$ cat config.mk
export PLATFORM = sky130hd
export DESIGN_NAME = fetch_stage_flat
export DESIGN_NICKNAME = d
export VERILOG_FILES = /design/src/rtl/fetch_stage_pkg.sv /design/src/rtl/fetch_if.sv /design/src/rtl/fetch_skid_buf.sv /design/src/rtl/fetch_stage.sv /design/src/flat_wrapper.sv
export SDC_FILE = /design/constraint.sdc
export NUM_CORES = 1
export LEC_CHECK = 0
export CORE_UTILIZATION = 25
export DETAILED_ROUTE_END_ITERATION = 8
export PLACE_DENSITY_LB_ADDON = 0.12
export SYNTH_ARGS = -nofsm -noshare
export SYNTH_HDL_FRONTEND = slang
export SYNTH_SLANG_ARGS = --single-unit
$ cat constraint.sdc
create_clock -name clk -period 2.3 [get_ports clk]
set_input_delay 0.575 -clock clk [delete_from_list [all_inputs] [get_ports clk]]
set_output_delay 0.575 -clock clk [all_outputs]
set_load 0.01 [all_outputs]
$ cat src/rtl/fetch_stage_pkg.sv
// Shared constants and types for the instruction-fetch stage.
// The per-cycle action enum names the outcome of the redirect/stall/halt priority decision.
package fetch_stage_pkg;

    localparam int          DEF_DATA_W   = 32;
    localparam int          DEF_IMEM_AW  = 9;
    localparam logic [31:0] DEF_RESET_PC = 32'h0000_0000;
    localparam logic [31:0] NOP_INSTR    = 32'h0000_0013;  // addi x0, x0, 0

    typedef enum logic [2:0] {
        ACT_ADVANCE,
        ACT_STALL,
        ACT_HALT,
        ACT_REDIRECT,
        ACT_FROZEN
    } fetch_act_e;

endpackage

$ cat src/rtl/fetch_if.sv
// Bundle between the fetch stage, its instruction memory and the decode/execute controls.
// The master side is the fetch stage; the slave side is the surrounding pipeline and memory.
interface fetch_if #(
    parameter int DATA_W  = 32,
    parameter int IMEM_AW = 9
);

    logic              stall;
    logic              redirect;
    logic [DATA_W-1:0] redirect_pc;
    logic              halt;
    logic [IMEM_AW-1:0] imem_addr;
    logic [DATA_W-1:0] imem_rd_data;
    logic [DATA_W-1:0] ifid_pc;
    logic [DATA_W-1:0] ifid_instr;
    logic              ifid_valid;
    logic [DATA_W-1:0] fetch_pc;

    modport master (
        input  stall,
        input  redirect,
        input  redirect_pc,
        input  halt,
        input  imem_rd_data,
        output imem_addr,
        output ifid_pc,
        output ifid_instr,
        output ifid_valid,
        output fetch_pc
    );

    modport slave (
        output stall,
        output redirect,
        output redirect_pc,
        output halt,
        output imem_rd_data,
        input  imem_addr,
        input  ifid_pc,
        input  ifid_instr,
        input  ifid_valid,
        input  fetch_pc
    );

endinterface

$ cat src/rtl/fetch_skid_buf.sv
// Holds the instruction word read during the first stall cycle, since the memory
// output moves on to the next address while the PC is frozen.
module fetch_skid_buf #(
    parameter int DATA_W = 32
) (
    input  logic              clk,
    input  logic              reset,
    input  logic              capture,
    input  logic              flush,
    input  logic [DATA_W-1:0] rd_data,
    output logic [DATA_W-1:0] hold_instr_q,
    output logic              hold_valid_q
);

    always_ff @(posedge clk or negedge reset) begin
        if (!reset) begin
            hold_valid_q <= 1'b0;
        end else if (flush) begin
            hold_valid_q <= 1'b0;
        end else if (capture) begin
            hold_valid_q <= 1'b1;
        end
    end

    // Data word is only ever observed while hold_valid_q is set, so it carries no reset.
    always_ff @(posedge clk) begin
        if (capture) begin
            hold_instr_q <= rd_data;
        end
    end

endmodule

$ cat src/rtl/fetch_stage.sv
// Instruction-fetch stage: owns the PC, addresses a one-cycle-latency instruction memory
// and presents {pc, instruction, valid} to decode, honouring redirect > stall > halt.
module fetch_stage
    import fetch_stage_pkg::*;
#(
    parameter int              DATA_W   = DEF_DATA_W,
    parameter int              IMEM_AW  = DEF_IMEM_AW,
    parameter logic [DATA_W-1:0] RESET_PC = DATA_W'(DEF_RESET_PC)
) (
    input  logic   clk,
    input  logic   reset,
    fetch_if.master bus
);

    logic [DATA_W-1:0] pc_q, pc_d;
    logic [DATA_W-1:0] f2_pc_q, f2_pc_d;
    logic              f2_valid_q, f2_valid_d;
    logic              halted_q, halted_d;
    logic [DATA_W-1:0] hold_instr_q;
    logic              hold_valid_q;
    logic              skid_capture;
    logic              skid_flush;
    fetch_act_e        act;

    always_comb begin
        act = ACT_ADVANCE;
        if (halted_q) begin
            act = ACT_FROZEN;
        end else if (bus.redirect) begin
            act = ACT_REDIRECT;
        end else if (bus.stall) begin
            act = ACT_STALL;
        end else if (bus.halt) begin
            act = ACT_HALT;
        end
    end

    always_comb begin
        pc_d         = pc_q;
        f2_pc_d      = f2_pc_q;
        f2_valid_d   = f2_valid_q;
        skid_capture = 1'b0;
        skid_flush   = 1'b0;
        halted_d     = halted_q | bus.halt;
        case (act)
            ACT_ADVANCE: begin
                pc_d       = pc_q + DATA_W'(4);
                f2_pc_d    = pc_q;
                f2_valid_d = 1'b1;
                skid_flush = 1'b1;
            end
            // Only the first stall cycle sees the word matching f2_pc_q on the memory output.
            ACT_STALL: begin
                skid_capture = f2_valid_q & ~hold_valid_q;
            end
            ACT_REDIRECT: begin
                pc_d       = bus.redirect_pc & ~DATA_W'(3);
                f2_valid_d = 1'b0;
                skid_flush = 1'b1;
            end
            ACT_HALT, ACT_FROZEN: begin
                f2_valid_d = 1'b0;
                skid_flush = 1'b1;
            end
            default: begin
                f2_valid_d = 1'b0;
                skid_flush = 1'b1;
            end
        endcase
    end

    always_ff @(posedge clk or negedge reset) begin
        if (!reset) begin
            pc_q       <= RESET_PC;
            f2_pc_q    <= '0;
            f2_valid_q <= 1'b0;
            halted_q   <= 1'b0;
        end else begin
            pc_q       <= pc_d;
            f2_pc_q    <= f2_pc_d;
            f2_valid_q <= f2_valid_d;
            halted_q   <= halted_d;
        end
    end

    fetch_skid_buf #(
        .DATA_W (DATA_W)
    ) u_skid (
        .clk          (clk),
        .reset        (reset),
        .capture      (skid_capture),
        .flush        (skid_flush),
        .rd_data      (bus.imem_rd_data),
        .hold_instr_q (hold_instr_q),
        .hold_valid_q (hold_valid_q)
    );

    logic              out_valid;
    logic [DATA_W-1:0] out_instr;

    always_comb begin
        out_valid = hold_valid_q ? 1'b1 : f2_valid_q;
        out_instr = hold_valid_q ? hold_instr_q : bus.imem_rd_data;
        if (!out_valid) begin
            out_instr = DATA_W'(NOP_INSTR);
        end
    end

    assign bus.imem_addr  = pc_q[IMEM_AW+1:2];
    assign bus.ifid_pc    = f2_pc_q;
    assign bus.ifid_instr = out_instr;
    assign bus.ifid_valid = out_valid;
    assign bus.fetch_pc   = pc_q;

endmodule

$ cat src/flat_wrapper.sv
// flat-port wrapper written by rule: the top's interface ports become plain ports
module fetch_stage_flat import fetch_stage_pkg::*;
#(
    parameter int              DATA_W   = DEF_DATA_W,
    parameter int              IMEM_AW  = DEF_IMEM_AW,
    parameter logic [DATA_W-1:0] RESET_PC = DATA_W'(DEF_RESET_PC)
)
  (clk, reset, bus_stall, bus_redirect, bus_redirect_pc, bus_halt, bus_imem_rd_data, bus_imem_addr, bus_ifid_pc, bus_ifid_instr, bus_ifid_valid, bus_fetch_pc);
  fetch_if #(.DATA_W(DATA_W), .IMEM_AW(IMEM_AW)) bus_i ();
  input  logic clk;
  input  logic reset;
  input wire logic [$bits(bus_i.stall)-1:0] bus_stall;
  input wire logic [$bits(bus_i.redirect)-1:0] bus_redirect;
  input wire logic [$bits(bus_i.redirect_pc)-1:0] bus_redirect_pc;
  input wire logic [$bits(bus_i.halt)-1:0] bus_halt;
  input wire logic [$bits(bus_i.imem_rd_data)-1:0] bus_imem_rd_data;
  output wire logic [$bits(bus_i.imem_addr)-1:0] bus_imem_addr;
  output wire logic [$bits(bus_i.ifid_pc)-1:0] bus_ifid_pc;
  output wire logic [$bits(bus_i.ifid_instr)-1:0] bus_ifid_instr;
  output wire logic [$bits(bus_i.ifid_valid)-1:0] bus_ifid_valid;
  output wire logic [$bits(bus_i.fetch_pc)-1:0] bus_fetch_pc;
  assign bus_i.stall = bus_stall;
  assign bus_i.redirect = bus_redirect;
  assign bus_i.redirect_pc = bus_redirect_pc;
  assign bus_i.halt = bus_halt;
  assign bus_i.imem_rd_data = bus_imem_rd_data;
  assign bus_imem_addr = bus_i.imem_addr;
  assign bus_ifid_pc = bus_i.ifid_pc;
  assign bus_ifid_instr = bus_i.ifid_instr;
  assign bus_ifid_valid = bus_i.ifid_valid;
  assign bus_fetch_pc = bus_i.fetch_pc;
  fetch_stage #(.DATA_W(DATA_W), .IMEM_AW(IMEM_AW), .RESET_PC(RESET_PC)) u_core (.clk(clk), .reset(reset), .bus(bus_i));
endmodule
==> metrics.cfg <==
[sta]
final_hold_viol_count=0
skew_ps=10.2
relSlewSlack_pct=43.6
setup_viol=0
finalMaxSlewViolations=0
fmax_ghz=0.454
holdWs_ps=300
rsz0062_at_grt=false
worst_pin_slew_ps=846
finalCritPeriodShare_pct=95.8
period_needed_ps=2200

[die]
die_y_um=137
num_rows=48
coreArea_mm2=0.0175
initial_core_util_pct=25.9
dieArea_mm2=0.0187
dieWidth_um=137
io_pins=175

[cells_and_area]
drive_above_1_share_pct=16.1
stdcell_area_mm2=0.00726
num_antenna_cells=0
syn2layout_area_growth_pct=60.1
final_nets=774

[worst_setup_path]
arrival_ps=1630
crit_family=buffers and inverters
crit_chain=buf_4 -> clkbuf_16 -> o21ai_0 -> dlygate4sd2_1
critPathMaxStageDelay_ps=450
end_kind=primary output
start_kind=flop
crit_type=reg2out
cp_num_buf_inv=3
cp_slowest_cell=dfrtp_2
critical_path.max_fanout=23
critPathRequiredTime_ps=1730

[power]
switching_share_pct=25.1
p_seq_share_pct=46.1
p_sw_mw=1.05
clkPwrFrac_pct=37.1
p_leak_nw=3.14
peakVddDrop_mv=0.369
power_per_cell_area_mw_per_mm2=575
p_int_mw=3.13
pwr-share-comb_pct=16.9

[placement]
dp_hpwl_mm=10.5
gp_congestion=0.785
port_buffers=168
dpl-instance-area_mm2=0.00688

[synthesis]
synth_most_common_cell=nand2_1
yosys-top-cells-count=158 x nand2_1, 63 x dfrtp_1, 39 x o21ai_0
synth_cells=487
syn_area_mm2=0.00454
yosys.area.top_type_share_pct=34.7
synth_top_cells_by_area=dfrtp_1 35%, edfxtp_1 21%, nand2_1 13%, o21ai_0 4.3%, buf_4 2.5%
ys.warnings.count=0
ys_seq_elements=95
async_flop_share_pct=66.3
yosys.area.top_type=dfrtp_1
synthDistinctLibCells=48
syn_avg_cell_area_um2=9.32
ys.flop_type=dfrtp_1
synth_edf_count=32
yosysSeqAreaShare_pct=55.9

[clock_network]
postCtsHoldBufs=0
cts_tree=built
clock_path_buffers=2
clkSinkCount=95
clk_pin_slew_ps=70
cts-root-buf=clkbuf_16
cts_max_level=3
cts_buffers=9
clk_latency_ps=350

[routing]
avgViaCountPerCell=4.56
drt_wl_total_mm=14.5
vias=4258
drc_errors=0
wire_per_inst_um=15.5
antenna_left=0
drtPass1Iterations=4
initialDrtViolationCount=289

[global_routing]
grt_pass1_wl_mm=22.2
grt_pass1_vias=4162
grt_overflow=0
grt_max_degree=64
track_usage_pct=15.6
antenna_found_initial=0

[worst_hold_path]
holdCritPathClass=in2async

[run]
drv_cap=0

[status]
outcome=completed

## layout make-up
cell class,count,area (um2)
fill,1777,10300
sequential,95,2540
timing repair buffer,249,2320
multi-input combinational,347,1820
tap,225,282
clock buffer,12,248
clock inverter,4,52.6
inverter,2,7.51
## path summary, 6_finish.rpt
path,from,end,slack (ps),cells after the start
setup / recovery,u_core.u_skid.hold_valid_q,bus_ifid_instr[24],100,4
hold / removal,reset,u_core.bus.fetch_pc[30],300,1
setup reg to reg,u_core.bus.fetch_pc[7],u_core.bus.fetch_pc[27],180,5
hold reg to reg,u_core.bus.ifid_pc[18],u_core.bus.ifid_pc[18],470,2
max in group asynchronous,reset,u_core.u_skid.hold_valid_q,1360,1
min in group clk,u_core.bus.ifid_pc[18],u_core.bus.ifid_pc[18],470,2
## power by group through the flow
stage	registers, mW	logic, mW	clock network [mW]
6_report	1.92	0.705	1.55
5_1_grt	1.94	0.762	1.66
4_1_cts	1.92	0.715	1.60
3_5_place_dp	1.96	0.708	0
3_3_place_gp	1.96	0.708	0
2_1_floorplan	2.00	0.185	0
## stage by stage
step           setup slack, ps  setup TNS, ps  instances  util [%]  power (mW)
4_1_cts                   3.39              0        929      40.8        4.24
3_5_place_dp              -569         -10320        913      39.2        2.67
5_1_grt                   8.16              0        934      41.4        4.36
3_3_place_gp              -498          -9510        913      39.2        2.67
2_1_floorplan             57.9              0        490         -        2.18
6_report                  96.2              0        934      41.4        4.18
## state kept, by name, indices dropped and copies added, names as in the netlist
name,flops
u_core.u_skid.hold_instr_q,32
u_core.bus.ifid_pc,30
u_core.halted_q,1
u_core.u_skid.hold_valid_q,1
u_core.bus.fetch_pc,30
u_core.f2_valid_q,1
## cells by family (layout without fill, tap and decap cells)
kind of cell,Yosys count,in the layout,synth area share (%)
mux,3,3,0.662
simple gates,245,245,24.2
fa+ha+maj,1,1,0.276
flops,95,95,55.9
other cells,1,4,0.0826
buf+inv,48,267,5.46
compound gates,80,80,10.8
xor+xnor,14,14,2.70
## cell usage in the layout, fill, tap and decap left out, types with 3 or more instances in the layout
cell type        synthesis  routed
a21oi_1                 11      11
nand2b_1                 3       3
mux2i_1                  3       3
a221o_1                  4       4
nand3_1                 14      14
buf_4                   15      77
clkdlybuf4s50_1          0     132
conb_1                   1       4
edfxtp_1                32      32
and4_1                   3       3
xor2_1                   6       6
dlymetal6s2s_1           0       6
o22ai_1                  4       4
clkbuf_16                0      10
nor2b_1                  5       3
nor4_1                   8       6
nor2_1                  21      19
a22o_1                   5       5
nor3_1                   6       5
dlygate4sd2_1            0      29
nand2_1                158     158
nand4_1                 11      11
o21ai_0                 39      38
and3_1                   4       4
dfrtp_1                 63      62
xnor2_1                  8       8
o21ai_1                  3       4
or4_4                    2       3
o211ai_1                 3       3
## what timing repair did
action,4_1_cts,5_1_grt
buffers inserted,0,4
setup endpoints to repair,42,15
gates resized for setup,35,14
cloned,0,1
pin swaps,0,4
## routing by layer
metal / track usage (%) / wire, um
met1: 19.8 / 6650
met2: 25.0 / 6710
met3: 4.67 / 943
met4: 5.43 / 178
met5: 0 / 0
Power figures use the tool's default switching activity.
